--- config.mk ---
export PLATFORM = sky130hd
export DESIGN_NAME = fifo_alu_reader
export DESIGN_NICKNAME = d
export VERILOG_FILES = /design/src/rtl/fifo_alu_reader.sv
export SDC_FILE = /design/constraint.sdc
export NUM_CORES = 1
export LEC_CHECK = 0
export ABC_AREA = 1
export CAP_MARGIN = 20
export CORE_MARGIN = 3
export CORE_UTILIZATION = 53
export CTS_BUF_LIST = sky130_fd_sc_hd__clkbuf_8
export CTS_CLUSTER_SIZE = 8
export DETAILED_ROUTE_END_ITERATION = 10
export PLACE_DENSITY_LB_ADDON = 0.3
export SLEW_MARGIN = 40
export SYNTH_ARGS = -nofsm -noshare
export SYNTH_HDL_FRONTEND = slang
export SYNTH_SLANG_ARGS = --single-unit
--- constraint.sdc ---
create_clock -name clk -period 1.8 [get_ports clk]
set_input_delay 0.18 -clock clk [delete_from_list [all_inputs] [get_ports clk]]
set_output_delay 0.18 -clock clk [all_outputs]
set_load 0.01 [all_outputs]
--- src/rtl/fifo_alu_reader.sv ---
// fifo_alu_reader: pops opcode/A/B frames from a show-ahead FIFO and presents ALU results on a valid/ready port
module fifo_alu_reader #(
    parameter int DATA_WIDTH = 8,
    parameter int CNT_WIDTH  = 16
) (
    input  logic                  clk,
    input  logic                  rst_n,
    input  logic                  rd_valid,
    input  logic [DATA_WIDTH-1:0] rd_data,
    output logic                  rd_en,
    input  logic                  soft_clr,
    input  logic                  res_ready,
    output logic                  res_valid,
    output logic [DATA_WIDTH-1:0] res_data,
    output logic                  res_carry,
    output logic                  res_zero,
    output logic                  res_err,
    output logic [CNT_WIDTH-1:0]  op_count,
    output logic                  busy
);
    typedef enum logic [1:0] {GET_OP, GET_A, GET_B, RESULT} state_t;
    state_t                state;
    logic [DATA_WIDTH-1:0] op_q;
    logic [DATA_WIDTH-1:0] a_q;
    logic [DATA_WIDTH-1:0] sh;
    logic [DATA_WIDTH:0]   alu;
    logic                  illegal;
    assign rd_en   = rst_n && state != RESULT && rd_valid && !soft_clr;
    assign busy    = state != GET_OP;
    assign illegal = |(op_q >> 3);
    // ALU evaluated against the B word at the FIFO head; alu holds {carry, result}
    always_comb begin
        sh  = DATA_WIDTH'(rd_data % DATA_WIDTH);
        alu = '0;
        case (op_q[2:0])
            3'd0: alu = {1'b0, a_q} + {1'b0, rd_data};
            3'd1: alu = {a_q < rd_data, a_q - rd_data};
            3'd2: alu = {1'b0, a_q & rd_data};
            3'd3: alu = {1'b0, a_q | rd_data};
            3'd4: alu = {1'b0, a_q ^ rd_data};
            3'd5: alu = {1'b0, a_q << sh};
            3'd6: alu = {1'b0, a_q >> sh};
            default: alu = {1'b0, rd_data};
        endcase
        if (illegal) alu = '0;
    end
    // Frame FSM: collect three words, register the result, hold it until accepted
    always_ff @(posedge clk or negedge rst_n) begin
        if (!rst_n) begin
            state     <= GET_OP;
            op_q      <= '0;
            a_q       <= '0;
            res_valid <= 1'b0;
            res_data  <= '0;
            res_carry <= 1'b0;
            res_zero  <= 1'b0;
            res_err   <= 1'b0;
            op_count  <= '0;
        end else if (soft_clr) begin
            state     <= GET_OP;
            res_valid <= 1'b0;
        end else begin
            case (state)
                GET_OP: if (rd_en) begin
                    op_q  <= rd_data;
                    state <= GET_A;
                end
                GET_A: if (rd_en) begin
                    a_q   <= rd_data;
                    state <= GET_B;
                end
                GET_B: if (rd_en) begin
                    res_data  <= alu[DATA_WIDTH-1:0];
                    res_carry <= alu[DATA_WIDTH];
                    res_zero  <= alu[DATA_WIDTH-1:0] == '0;
                    res_err   <= illegal;
                    res_valid <= 1'b1;
                    state     <= RESULT;
                end
                default: if (res_ready) begin
                    res_valid <= 1'b0;
                    op_count  <= op_count + 1'b1;
                    state     <= GET_OP;
                end
            endcase
        end
    end
    a_pop_needs_data: assert property (@(posedge clk) disable iff (!rst_n) rd_en |-> rd_valid);
    a_hold_result: assert property (@(posedge clk) disable iff (!rst_n)
        res_valid && !res_ready && !soft_clr |=> $stable({res_valid, res_data, res_carry, res_zero, res_err}));
    a_result_state: assert property (@(posedge clk) disable iff (!rst_n) (state == RESULT) == res_valid);
endmodule

==> impl_metrics.ini, run 1 <==
[clock_network]
clkLatencyLatePin_ns = 0.30
cts_max_path_buffers = 2
cts_tree = done
cts_sinks = 46
htreeDepth = 2
cts_made_buffers = 5
clock-root-buffer = clkbuf_8
clkTransAtPathRegs_ns = 0.09
hold_buffers = 0

[placement]
hpwl_um = 8910
routabilityCongestion = 0.954
placed_area_mm2 = 0.00500
dpl.cell_count = 769
io_buffers = 42

[sta]
finalWorstSetupSlack_ns = -0.247
period_needed_ns = 2.05
skew_ns = 0.0119
period_share = 1.14
hold_slack_ns = 0.0150
timing.final.max_slew_violations = 0
worst_pin_slew_ns = 0.583
setup_viol = 6
rsz0062_at_grt = true
relSlewSlack = 0.611
fin_tns_setup_ns = -0.912
hold_violations = 0
max_freq_mhz = 489

[setup_path]
max_stage_delay_ns = 0.47
r2r_start = a_q[0]
cp_num_buf_inv = 2
critPathSlowestCell = fa_1
cp.depth = 13
crit_family = simple AND/OR/NAND/NOR gates
cp.arrival_ns = 2.29
startpoint_type = register
startpoint = a_q[0]
timing_worst_setup_path_type = register to register
timing.critical_path.to = res_zero
worst_r2r_endpoint = res_zero
cpMostUsedCell = nand2_1
critPathMaxFanout = 3
crit_required_ns = 2.05
crit_path_end_kind = register
r2r_cells = 13
crit_path_cell_trace = inv_2 > ha_4 > fa_1 > inv_1 > nand2_1 > nand3_1 > nor2_2 > a21oi_2 > nor2_1 > nand2_1 > nor2_1 > nand3_1 > nand2_1
rrSetupSlack_ns = -0.25

[synthesis]
avgSynthCellArea_um2 = 6.91
ys_types = 36
ys_ff_latch = 46
synth_fp_nets = 612
synthCells = 566
yosysWarnings = 0
yosysSeqAreaShare = 0.294
synth_area_mm2 = 0.00391

[layout]
fin_nets = 736
antenna_cells = 0
final_cells = 787
final_cell_area_mm2 = 0.00536
drive_gt1_frac = 0.252
area_growth_pct = 37.1

[power]
p_leak_uw = 0.00281
irDropWorstVdd_v = 0.000857
p_per_area_mw_per_mm2 = 1360
p_total_uw = 7300

[grt]
grt_pass1_wl_um = 18600
grt_pass1_vias = 3962
antenna_found_initial = 0
grt_overflow_total = 0
grt_start_max_net_pins = 47
grtUsageTotal = 0.270

[floorplanning]
coreArea_mm2 = 0.00698
fp-row-count = 30
pin_count = 43
die-area_mm2 = 0.00845
die_w_um = 91.9
die_h_um = 91.9
initial_core_util = 0.561

[detailed_routing]
firstDrtPassIters = 5
viasPerCell = 5.34
routed_wl_um = 11600
drc = 0
vias = 4205
postRouteAntennaNets = 0
drt-initial-drc-count = 334
wl_per_cell_um = 14.8

[job]
cap_viol_max_count = 0

[outcome]
violations = negative setup slack
status = finished with violations

[worst_hold_path]
hp-class = input pin to async pin
-- what timing repair did --
| action | in CTS | in global routing |
|---|---|---|
| gates resized for setup | 20 | 33 |
| hold endpoints to repair | 0 | 0 |
| setup endpoints to repair | 11 | 15 |
| pin swaps | 9 | 12 |
| buffers inserted | 3 | 7 |
-- placed cells by master, fill, tap and decap left out, types with 4 or more instances in the layout --
master	netlist	final
dfrtp_1	46	44
nand2_2	4	11
nand4_1	12	12
nor2_2	3	6
a21oi_1	19	17
nor2_1	31	28
xor2_1	10	10
buf_4	1	87
xnor2_1	5	5
nand3_1	72	66
nand2_1	169	162
ha_4	0	8
o21ai_1	1	4
clkbuf_8	0	5
inv_1	77	69
clkdlybuf4s50_1	0	36
ha_1	31	20
o21ai_0	32	27
nand3_2	5	11
inv_2	6	14
-- area by class of cell --
| type | count | area [um^2] |
|---|---|---|
| multi-input cells | 422 | 2540 |
| fillers | 534 | 1620 |
| flip-flops and latches | 46 | 1150 |
| repair buffers | 132 | 1130 |
| inverters | 83 | 312 |
| well taps | 96 | 120 |
| clock buffers | 5 | 68.8 |
| clock inverters | 3 | 43.8 |
-- worst min path at each step --
stage | to | slack (ns) | cells after the start
after floorplan | a_q[0] | -0.12 | 0
after global placement | op_count[13] | 0.36 | 2
after detailed placement | op_count[13] | 0.37 | 2
after CTS | op_count[13] | 0.03 | 2
after global routing | op_count[13] | 0.05 | 2
final | op_count[13] | 0.01 | 2
-- cell families (layout without fill, tap and decap cells) --
group | count (synthesis) | after routing | synth area share
AOI/OAI and AO/OA | 60 | 60 | 0.0822
xor gates and xnor gates | 15 | 15 | 0.0336
and+or+nand+nor | 314 | 314 | 0.375
DFF | 46 | 46 | 0.294
buffers and inverters | 98 | 223 | 0.106
adders and majority gates | 33 | 33 | 0.109
-- synth_stat cells --
master | count | area share
or2_2 | 3 | 0.0048
buf_2 | 5 | 0.0064
nand2_1 | 169 | 0.16
nand3_1 | 72 | 0.092
nor2_4 | 2 | 0.0058
nor3_2 | 3 | 0.0077
nor3_1 | 3 | 0.0038
buf_4 | 1 | 0.0019
inv_2 | 6 | 0.0058
nand2_2 | 4 | 0.0064
o21bai_1 | 1 | 0.0019
xnor2_1 | 5 | 0.011
inv_1 | 77 | 0.074
a21oi_1 | 19 | 0.024
nand3_2 | 5 | 0.013
ha_1 | 31 | 0.099
xor2_1 | 10 | 0.022
nor3_4 | 2 | 0.0083
fa_1 | 2 | 0.010
o211ai_1 | 2 | 0.0038
o21ai_1 | 1 | 0.0013
buf_6 | 5 | 0.014
dfrtp_1 | 46 | 0.29
o21ai_0 | 32 | 0.041
nor4_2 | 1 | 0.0032
nand4_1 | 12 | 0.019
o31ai_1 | 2 | 0.0038
o21a_1 | 1 | 0.0019
a211oi_1 | 1 | 0.0019
nand3b_1 | 1 | 0.0019
clkbuf_1 | 4 | 0.0038
nor3b_2 | 1 | 0.0032
a21oi_2 | 1 | 0.0022
nand3_4 | 2 | 0.0090
nor2_1 | 31 | 0.030
nor2_2 | 3 | 0.0048
-- report_power, final --
part	total, uW	internal (uW)	switching [uW]
Combinational	4860	2160	2690
Clock	781	416	364
Sequential	1660	1340	319
Total	7300	3920	3380
-- sequential cells by signal, summed over array words and instances (netlist names) --
| name | flops |
|---|---|
| op_count | 16 |
| res_err | 1 |
| a_q | 8 |
| op_q | 8 |
| res_carry | 1 |
| res_data | 8 |
| res_valid | 1 |
| res_zero | 1 |
| state | 2 |
-- routing by layer --
metal	share of wire	vias up	wire length, um	track usage
met2	0.47	176	5530	0.446
met5	0	-	0	0
met1	0.43	1931	4990	0.366
met3	0.075	30	876	0.0451
met4	0.021	0	240	0.0743
li1	-	2068	-	-
-- metrics by stage --
stage                      util  worst slack (ns)
final                     0.768            -0.247
after CTS                 0.743            -0.218
after floorplan               -           -0.0875
after global placement    0.716            -0.541
after global routing      0.768            -0.368
after detailed placement  0.716            -0.564
No activity file was read; power rests on OpenSTA's default activity.
==> run 2, diff against run 1 <==
--- a/config.mk
+++ b/config.mk
@@ -13,6 +13,7 @@
 export CTS_CLUSTER_SIZE = 8
 export DETAILED_ROUTE_END_ITERATION = 10
 export PLACE_DENSITY_LB_ADDON = 0.3
+export SKIP_CTS_REPAIR_TIMING = 1
 export SLEW_MARGIN = 40
 export SYNTH_ARGS = -nofsm -noshare
 export SYNTH_HDL_FRONTEND = slang
==> run 2 against run 1 <==
Against the previous run:
- first-iteration DRC count fell by 10%
- critical path depth did not move
- count of clock-buffer cells in the layout did not move
- setup slack got worse by 0.046 ns
- the run still ends with negative setup slack left
- register-to-register slack got worse by 0.05 ns
- critical path type unchanged
- worst hold slack improved by 0.0010 ns
==> impl_metrics.ini, run 2 (synthesis gave the netlist of run 1 again) <==
[grt]
grtUsageTotal = 0.267
grt_pass1_wl_um = 18400
antenna_found_initial = 0
grt_overflow_total = 0
grt_pass1_vias = 3945
grt_start_max_net_pins = 47

[setup_path]
crit_path_end_kind = register
r2r_cells = 13
critPathMaxFanout = 3
r2r_start = a_q[0]
startpoint_type = register
crit_required_ns = 2.04
timing_worst_setup_path_type = register to register
cp.arrival_ns = 2.34
worst_r2r_endpoint = res_zero
rrSetupSlack_ns = -0.29

[layout]
largest_register = op_count
fillers = 532
layout_common_cells = nand2_1 (161), buf_4 (84), inv_1 (68)
area_growth_pct = 37.3
layout_commonest_cell = nand2_1
largest_register_ff_count = 16
post-route-util = 0.770
antenna_cells = 0
drive_gt1_frac = 0.256
fin_nets = 733

[outcome]
status = finished with violations
violations = negative setup slack

[sta]
worst_pin_slew_ns = 0.578
finalWorstSetupSlack_ns = -0.293
rsz0062_at_grt = true
relSlewSlack = 0.615
timing.final.max_slew_violations = 0
hold_violations = 0
fin_tns_setup_ns = -1.02
skew_ns = 0.0130
period_share = 1.16
period_needed_ns = 2.09
max_freq_mhz = 478
setup_viol = 7

[worst_hold_path]
hp-class = input pin to async pin

[detailed_routing]
postRouteAntennaNets = 0
vias = 4215
viasPerCell = 5.38
routed_wl_um = 11700
firstDrtPassIters = 5
drt-initial-drc-count = 300
drc = 0
wl_per_cell_um = 14.9

[placement]
routabilityCongestion = 0.954
pre_cts_slack_ns = -0.564
io_buffers = 42
hpwl_um = 8910

[clock_network]
clkLatencyLatePin_ns = 0.30
htreeDepth = 2
cts_made_buffers = 5
cts_max_path_buffers = 2
clkTransAtPathRegs_ns = 0.09
clock-root-buffer = clkbuf_8
cts_tree = done
cts_sinks = 46

[power]
p_leak_uw = 0.00281
p_total_uw = 7290
p_per_area_mw_per_mm2 = 1360
irDropWorstVdd_v = 0.000854

[floorplanning]
die_w_um = 91.9
die_h_um = 91.9
coreArea_mm2 = 0.00698
fp-row-count = 30
die-area_mm2 = 0.00845
initial_core_util = 0.561
pin_count = 43

[job]
cap_viol_max_count = 0
## run 2: cell types whose count changed in the layout (fill, tap and decap cells not counted), moves of 2 or more
| cell | previous run | this run |
|---|---|---|
| buf_4 | 87 | 84 |
| dlygate4sd2_1 | 3 | 0 |
| dlymetal6s2s_1 | 2 | 4 |
| o21ai_0 | 27 | 25 |
| o21ai_1 | 4 | 6 |
## run 2: how the worst max path moves through the flow
stage,startpoint,endpoint,cells after the start
2_1_floorplan,a_q[0],res_zero,12
3_3_place_gp,rd_data[0],res_zero,13
3_5_place_dp,rd_data[1],res_zero,15
4_1_cts,a_q[0],res_zero,13
5_1_grt,a_q[0],res_zero,13
6_report,a_q[0],res_zero,13
## run 2: stage by stage
step,instances,hold slack [ns],instance area (um^2)
after floorplan,566,-0.116,3930
after global placement,769,0.356,5000
after detailed placement,769,0.366,5000
after CTS,777,0.0328,5110
after global routing,784,0.0549,5370
final,784,0.0160,5370
## run 2: metal layers
metal  share of wire  GRT usage  vias to the layer above
li1                -          -                     2058
met1            0.43      0.362                     1934
met2            0.48      0.439                      193
met3           0.074     0.0451                       30
met4           0.020     0.0792                        0
met5               0          0                        -
## run 2: layout make-up
class                      instances  area (um^2)  share of cell area
tap                               96          120              0.0224
timing repair buffer             129         1120               0.208
sequential                        46         1150               0.215
clock inverter                     3         43.8             0.00815
inverter                          83          314              0.0585
multi-input combinational        422         2560               0.476
clock buffer                       5         68.8              0.0128
## run 2: worst max-delay path, stage by stage, from the launching register on
cell and delay [ns]:
dfrtp_1 0.43, inv_2 0.07, ha_4 0.17, fa_2 0.51
inv_1 0.04, nand2_1 0.07, nand3_1 0.08, nor2_2 0.16
a21oi_2 0.08, nor2_1 0.12, nand2_1 0.09, nor2_1 0.09
nand3_1 0.08, nand2_1 0.06
## run 2: report_power, final
part           total [uW]  switching, uW  leakage (uW)  internal (uW)
logic                4840           2700       0.00217           2140
registers            1670            326      0.000590           1340
clock network         778            362     0.0000585            416
total                7290           3390       0.00281           3900
